### src/rtl/hazard_pkg.sv
// ---------------------------------------------------------------------------
// hazard_pkg
// Shared definitions for the hazard/forwarding unit:
//   - fwd_sel_e  : operand source select encoding (RF / EX / MEM / WB)
//   - lu_state_e : load-use stall FSM states (RUN / LU_WAIT)
//   - REG_IDX_W  : architectural register index width
//   - stage_hit(): the common "this stage produces the register I read" test
// ---------------------------------------------------------------------------
package hazard_pkg;

    localparam int REG_IDX_W = 5;

    typedef enum logic [1:0] {
        FWD_RF  = 2'd0,
        FWD_EX  = 2'd1,
        FWD_MEM = 2'd2,
        FWD_WB  = 2'd3
    } fwd_sel_e;

    typedef enum logic {
        RUN     = 1'b0,
        LU_WAIT = 1'b1
    } lu_state_e;

    // A stage hits a source when it writes a non-zero register that the
    // source actually reads. x0 is hard-wired to zero so it never forwards.
    function automatic logic stage_hit(
        input logic                 we,
        input logic [REG_IDX_W-1:0] rd,
        input logic [REG_IDX_W-1:0] rs,
        input logic                 rf
    );
        return we && (rd != '0) && (rd == rs) && rf;
    endfunction

endpackage

### src/rtl/fwd_src_sel.sv
// ---------------------------------------------------------------------------
// fwd_src_sel
// Forwarding mux for a single ID source operand. Given which pipeline stages
// hit this source, picks the youngest usable value.
// Ports:
//   ex_hit_i, ex_load_i       EX hit and whether EX holds a load
//   mem_hit_i, mem_load_i     MEM hit and whether MEM holds a load
//   mem_ready_i               MEM access has completed (load data valid)
//   wb_hit_i                  WB hit
//   rf_data_i                 register-file read data for this source
//   ex_wd_i/mem_wd_i/wb_wd_i  stage result data
//   sel_o                     chosen source (fwd_sel_e encoding)
//   data_o                    forwarded operand
// ---------------------------------------------------------------------------
module fwd_src_sel
    import hazard_pkg::*;
#(
    parameter int XLEN = 32
) (
    input  logic            ex_hit_i,
    input  logic            ex_load_i,
    input  logic            mem_hit_i,
    input  logic            mem_load_i,
    input  logic            mem_ready_i,
    input  logic            wb_hit_i,
    input  logic [XLEN-1:0] rf_data_i,
    input  logic [XLEN-1:0] ex_wd_i,
    input  logic [XLEN-1:0] mem_wd_i,
    input  logic [XLEN-1:0] wb_wd_i,
    output logic [1:0]      sel_o,
    output logic [XLEN-1:0] data_o
);

    // Youngest producer wins. A load in EX has no data yet, so it is skipped
    // here and the stall FSM covers it. A load in MEM only becomes a valid
    // source once the memory reports ready; until then an older WB value or
    // the register file is passed through (the pipeline is frozen anyway).
    always_comb begin
        sel_o  = FWD_RF;
        data_o = rf_data_i;
        if (ex_hit_i && !ex_load_i) begin
            sel_o  = FWD_EX;
            data_o = ex_wd_i;
        end else if (mem_hit_i && (!mem_load_i || mem_ready_i)) begin
            sel_o  = FWD_MEM;
            data_o = mem_wd_i;
        end else if (wb_hit_i) begin
            sel_o  = FWD_WB;
            data_o = wb_wd_i;
        end
    end

endmodule

### src/rtl/hazard_fwd_unit_v2.sv
// ---------------------------------------------------------------------------
// hazard_fwd_unit_v2
// Data-hazard and forwarding unit for the 5-stage pipeline, beside ID.
// Per-source forwarding muxes plus a registered load-use stall FSM that
// also honours the data-memory ready handshake, optional store-data late
// forwarding, and two saturating performance counters.
// Ports:
//   clk, rst_n                       clock, async active-low reset
//   id_valid, id_rs, id_rf, id_rdata ID instruction, sources, RF read data
//   id_store                         ID is a store (src1 = store data)
//   ex_rd/ex_we/ex_load/ex_wd        EX-stage destination info and result
//   mem_rd/mem_we/mem_load/mem_wd    MEM-stage equivalents (load data)
//   mem_ready                        data memory finished the MEM access
//   wb_rd/wb_we/wb_wd                WB-stage write-back
//   fwd_data, fwd_sel                forwarded operands and their source
//   stall_if_id, bubble_ex, freeze   pipeline control
//   store_late_fwd                   store data comes from WB in MEM
//   lu_events, stall_cycles          saturating event/cycle counters
// ---------------------------------------------------------------------------
module hazard_fwd_unit_v2
    import hazard_pkg::*;
#(
    parameter int XLEN           = 32,
    parameter int NUM_SRC        = 2,
    parameter int STORE_LATE_FWD = 1,
    parameter int PERF_W         = 16
) (
    input  logic                         clk,
    input  logic                         rst_n,
    input  logic                         id_valid,
    input  logic [NUM_SRC*REG_IDX_W-1:0] id_rs,
    input  logic [NUM_SRC-1:0]           id_rf,
    input  logic [NUM_SRC*XLEN-1:0]      id_rdata,
    input  logic                         id_store,
    input  logic [REG_IDX_W-1:0]         ex_rd,
    input  logic                         ex_we,
    input  logic                         ex_load,
    input  logic [XLEN-1:0]              ex_wd,
    input  logic [REG_IDX_W-1:0]         mem_rd,
    input  logic                         mem_we,
    input  logic                         mem_load,
    input  logic [XLEN-1:0]              mem_wd,
    input  logic                         mem_ready,
    input  logic [REG_IDX_W-1:0]         wb_rd,
    input  logic                         wb_we,
    input  logic [XLEN-1:0]              wb_wd,
    output logic [NUM_SRC*XLEN-1:0]      fwd_data,
    output logic [NUM_SRC*2-1:0]         fwd_sel,
    output logic                         stall_if_id,
    output logic                         bubble_ex,
    output logic                         freeze,
    output logic                         store_late_fwd,
    output logic [PERF_W-1:0]            lu_events,
    output logic [PERF_W-1:0]            stall_cycles
);

    // Only src1 (the store data operand) set in a source mask.
    localparam logic [NUM_SRC-1:0] SRC1_MASK = NUM_SRC'(2);

    logic [NUM_SRC-1:0]      exHit;
    logic [NUM_SRC-1:0]      memHit;
    logic [NUM_SRC-1:0]      wbHit;
    logic [NUM_SRC-1:0]      luHitMask;
    logic [NUM_SRC*2-1:0]    srcSel;
    logic [NUM_SRC*XLEN-1:0] srcData;

    logic storeExcl;
    logic luHazard;
    logic storeLate;
    logic freezeRaw;
    logic stallRaw;
    logic bubbleRaw;
    logic luEnter;

    lu_state_e         state_q, state_d;
    logic [PERF_W-1:0] luEvents_q, luEvents_d;
    logic [PERF_W-1:0] stallCycles_q, stallCycles_d;

    // One hit-detector and forwarding mux per source operand.
    for (genvar k = 0; k < NUM_SRC; k++) begin : g_src
        logic [REG_IDX_W-1:0] rs;
        assign rs       = id_rs[REG_IDX_W*k +: REG_IDX_W];
        assign exHit[k]  = stage_hit(ex_we,  ex_rd,  rs, id_rf[k]);
        assign memHit[k] = stage_hit(mem_we, mem_rd, rs, id_rf[k]);
        assign wbHit[k]  = stage_hit(wb_we,  wb_rd,  rs, id_rf[k]);

        fwd_src_sel #(
            .XLEN(XLEN)
        ) u_fwd_src_sel (
            .ex_hit_i    (exHit[k]),
            .ex_load_i   (ex_load),
            .mem_hit_i   (memHit[k]),
            .mem_load_i  (mem_load),
            .mem_ready_i (mem_ready),
            .wb_hit_i    (wbHit[k]),
            .rf_data_i   (id_rdata[XLEN*k +: XLEN]),
            .ex_wd_i     (ex_wd),
            .mem_wd_i    (mem_wd),
            .wb_wd_i     (wb_wd),
            .sel_o       (srcSel[2*k +: 2]),
            .data_o      (srcData[XLEN*k +: XLEN])
        );
    end

    // A load in EX feeding any read source is a load-use hazard. A store
    // whose only dependence is its data operand can instead pick the value
    // up from WB once it reaches MEM, so it is allowed through unstalled.
    assign luHitMask = exHit & {NUM_SRC{ex_load}};
    assign storeExcl = (STORE_LATE_FWD != 0) && id_store && (luHitMask == SRC1_MASK);
    assign luHazard  = id_valid && (|luHitMask) && !storeExcl;
    assign storeLate = id_valid && (|luHitMask) && storeExcl;

    // A load still waiting on memory holds the whole pipeline.
    assign freezeRaw = mem_load && mem_we && !mem_ready;

    // Stall FSM. RUN raises the one-cycle load-use stall and moves to
    // LU_WAIT; LU_WAIT keeps stalling until the load in MEM completes, at
    // which point the MEM forwarding path supplies the data. While frozen no
    // bubble is inserted (nothing moves) and the state is held.
    always_comb begin
        state_d   = state_q;
        stallRaw  = 1'b0;
        bubbleRaw = 1'b0;
        luEnter   = 1'b0;
        case (state_q)
            RUN: begin
                if (luHazard) begin
                    stallRaw = 1'b1;
                    if (!freezeRaw) begin
                        bubbleRaw = 1'b1;
                        luEnter   = 1'b1;
                        state_d   = LU_WAIT;
                    end
                end
            end
            LU_WAIT: begin
                if (!mem_ready) begin
                    stallRaw  = 1'b1;
                    bubbleRaw = !freezeRaw;
                end else begin
                    state_d = RUN;
                end
            end
        endcase
    end

    // Saturating counters: events count entries into the load-use stall,
    // cycles count every cycle the front end is held or the pipe is frozen.
    always_comb begin
        luEvents_d    = luEvents_q;
        stallCycles_d = stallCycles_q;
        if (luEnter && (luEvents_q != '1)) begin
            luEvents_d = luEvents_q + PERF_W'(1);
        end
        if ((stallRaw || freezeRaw) && (stallCycles_q != '1)) begin
            stallCycles_d = stallCycles_q + PERF_W'(1);
        end
    end

    // State and counter registers; reset returns to RUN with cleared counts.
    always_ff @(posedge clk or negedge rst_n) begin
        if (!rst_n) begin
            state_q       <= RUN;
            luEvents_q    <= '0;
            stallCycles_q <= '0;
        end else begin
            state_q       <= state_d;
            luEvents_q    <= luEvents_d;
            stallCycles_q <= stallCycles_d;
        end
    end

    // Outputs are forced quiet while reset is asserted, independent of the
    // clock, so the pipeline sees plain register-file operands immediately.
    always_comb begin
        stall_if_id    = rst_n && stallRaw;
        bubble_ex      = rst_n && bubbleRaw;
        freeze         = rst_n && freezeRaw;
        store_late_fwd = rst_n && storeLate;
        fwd_sel        = rst_n ? srcSel  : '0;
        fwd_data       = rst_n ? srcData : id_rdata;
    end

    assign lu_events    = luEvents_q;
    assign stall_cycles = stallCycles_q;

endmodule

### config.mk
export PLATFORM = sky130hd
export DESIGN_NAME = hazard_fwd_unit_v2
export DESIGN_NICKNAME = d
export VERILOG_FILES = /design/src/rtl/hazard_pkg.sv /design/src/rtl/fwd_src_sel.sv /design/src/rtl/hazard_fwd_unit_v2.sv
export SDC_FILE = /design/constraint.sdc
export NUM_CORES = 1
export LEC_CHECK = 0
export BUFFER_PORTS_ARGS = -buffer_cell sky130_fd_sc_hd__buf_2
export CAP_MARGIN = 20
export CORE_MARGIN = 3
export CORE_UTILIZATION = 33
export DETAILED_ROUTE_END_ITERATION = 7
export GPL_ROUTABILITY_DRIVEN = 0
export GPL_TIMING_DRIVEN = 0
export HOLD_SLACK_MARGIN = 0.02
export PLACE_DENSITY = 0.66
export SETUP_SLACK_MARGIN = 0.1
export SLEW_MARGIN = 10
export SYNTH_ARGS = -nofsm -noshare
export SYNTH_HDL_FRONTEND = slang
export SYNTH_SLANG_ARGS = --single-unit
### constraint.sdc
create_clock -name clk -period 2.4 [get_ports clk]
set_clock_uncertainty 0.1 [all_clocks]
set_input_delay 0.12 -clock clk [delete_from_list [all_inputs] [get_ports clk]]
set_output_delay 0.12 -clock clk [all_outputs]
set_load 0.005 [all_outputs]
==> impl_metrics.ini <==
[clock_tree]
cts_buffer_depth = 2
numCtsBuffers = 5
clock_latency_ns = 0.27
clock-sinks = 33
cts_tree = yes
root_buffer = clkbuf_16
htree_levels = 2
clk_pin_slew_ns = 0.05

[setup_path]
cp_max_fo = 10
r2r_start = stall_cycles[0]
critPathCaptureType = output port
rrSetupSlack_ns = 0.26
worst_r2r_path_depth = 6
cp_data_required_time_ns = 2.18
reg2reg_to = stall_cycles[1]
crit_arrival_ns = 2.36
worstSetupPathType = input port to output port
start_kind = input port

[sta]
finalSetupViolations = 50
post-route-period-util = 1.075
slew_viol_final = 0
tightest_slew_ns = 0.7832
period_minus_slack_ns = 2.581
finalHoldViolCount = 0
holdWs_ns = 0.1350
rsz0062_at_grt = true
max_freq_ghz = 0.3875
setup_ws_ns = -0.1806
slew-limit-headroom = 0.4779

[pwr]
leakage_nw = 3.593
pwr-share-comb = 0.438
p_sw_uw = 756.6
p_int_mw = 1.455
clockPowerShare = 0.261
ir_drop_uv = 606.6
switching_share = 0.3421
seqPwrFrac = 0.301
p_per_area_nw_per_um2 = 277.4

[layout]
layout_commonest_cell = buf_2
stdcell_count = 1150
most-common-layout-cells = buf_2 (278), nor2_1 (65), nand2_1 (36)
finalNetCount = 1173
syn_to_final_growth_pct = 78.74
drive_above_1_share = 0.5355

[hold_path]
hold_depth = 3
hp-start = mem_ready
holdPathEnd = state_q
hold_class = input port to flop

[detailed_routing]
avgRoutedWirePerCell_um = 21.72
drt_pass1_iterations = 7
antenna_left = 0
drcViolationCount = 0
via_count = 6819
drt_iter0_drc = 501
via_per_inst = 5.930
routed_wl_um = 24980

[die]
die_w_um = 122.3
rows = 41
core_um2 = 12930
start_util = 0.3450
dieArea_um2 = 14950
ioPinCount = 301
die-height_um = 122.3

[grt]
antenna_found_initial = 8
grt_max_degree = 34
overflow = 0
grt_pass1_vias = 6291
grt_usage = 0.3004
grt_pass1_wl_um = 35260

[yosys]
seq_area_frac_synth = 0.1851
syn_nets = 828
synth_area_um2 = 4461
yosys_warnings = 0
synthCells = 629
synth.distinct_cells = 49
async_flop_share = 1.000
ys.flop_type = dfrtp_1
synth_top_area_frac = 0.1851
yosysTopAreaCell = dfrtp_1
synth_edf_count = 0
ys_top_cells_by_area = dfrtp_1 (19%), o21ai_0 (8.4%), nor2_1 (7.3%)
ys_ff_latch = 33
avgSynthCellArea_um2 = 7.091

[run_status]
outcome = finished with violations
violations = setup timing

[place]
dp_hpwl_um = 18300
io_buffers = 300
dp_cells = 1101

[job]
cap_violations = 0
[power groups by stage]
stage | clock network [mW] | registers [mW] | logic, mW
floorplan | 0 | 0.663 | 0.324
CTS | 0.594 | 0.661 | 0.877
global placement | 0 | 0.671 | 0.755
finish | 0.578 | 0.665 | 0.969
global route | 0.616 | 0.672 | 1.04
detailed placement | 0 | 0.669 | 0.767
[stage by stage]
step	utilization	total power, mW	setup WS, ns	area (um2)	TNS [ns]
6_report	0.6167	2.212	-0.1806	7973	-3.736
4_1_cts	0.5692	2.132	-0.1511	7358	-3.417
5_1_grt	0.6167	2.328	-0.2304	7973	-6.746
3_3_place_gp	0.4778	1.426	-0.7154	6177	-30.68
2_1_floorplan	-	0.9870	0.1567	4461	0
3_5_place_dp	0.4778	1.435	-0.7623	6177	-31.80
[cell families after synthesis]
family                   count (synthesis)  share of synthesized area
XOR/XNOR                                57                     0.1119
multiplexers                             4                   0.009817
AND/OR/NAND/NOR                        219                     0.2303
buffers and inverters                   74                    0.06648
flip-flops                              33                     0.1851
AO/OA/AOI/OAI                          240                     0.3907
adder cells (fa/ha/maj)                  2                   0.005609
[layout make-up]
type | instances | area, um2
fillers | 1193 | 4955
multi-input cells | 522 | 4160
repair buffers | 338 | 2098
flip-flops and latches | 33 | 825.8
plain buffers | 51 | 442.9
well taps | 172 | 215.2
clock buffers | 5 | 125.1
inverters | 23 | 87.58
diodes | 5 | 12.51
clock inverters | 1 | 5.005
[worst max-delay path, cell delays in order]
cell     delay [ns]
buf_12         0.11
xor2_4         0.18
or4_4          0.58
or4_4          0.48
buf_12         0.16
a31oi_4        0.22
buf_12         0.18
o22ai_2        0.08
a21oi_1        0.11
buf_2          0.13
[per-layer routing]
| layer | global-route usage | wire length, um |
|---|---|---|
| met1 | 0.3555 | 9116 |
| met2 | 0.5359 | 12750 |
| met3 | 0.05991 | 2136 |
| met4 | 0.1113 | 941 |
| met5 | 0 | 30 |
[synthesized netlist by cell type, drive strengths merged (2+ instances only)]
library cell  count
nand2            43
ha                2
a21oi            14
xor2             34
xnor2            23
inv              22
nor3             20
a221oi           37
nand2b            2
buf               9
nand3            21
nand3b            2
o22ai            16
o211ai           23
o21a              3
and2              3
or2               3
o2bb2ai          17
and3              8
nor4              8
mux2              3
nand4             7
o221ai           19
and4              4
o21ai            78
or4               9
a31o             13
nor2             87
o221a            14
dfrtp            33
clkbuf           42
[worst max-delay path by stage]
stage | depth (start not counted) | endpoint | slack, ns | from
global placement | 9 | fwd_data[62] | -0.72 | id_rs[9]
detailed placement | 9 | fwd_data[62] | -0.76 | id_rs[9]
global route | 10 | fwd_data[53] | -0.23 | id_rs[9]
finish | 10 | fwd_data[53] | -0.18 | id_rs[9]
CTS | 10 | fwd_data[53] | -0.15 | ex_rd[4]
floorplan | 7 | fwd_data[44] | 0.16 | mem_rd[1]
[sequential cells by signal (all words and copies together), names as in the netlist]
name and cells:
lu_events 16, stall_cycles 16, state_q 1
[repair_timing]
item | in CTS | in global routing
pin swaps | 48 | 61
gates resized for setup | 213 | 141
setup endpoints to repair | 71 | 89
cloned | 6 | 1
hold buffers | 2 | 0
setup buffers | 19 | 12
endpoints found under the hold margin | 33 | 0
(Power assumes the default switching activity.)
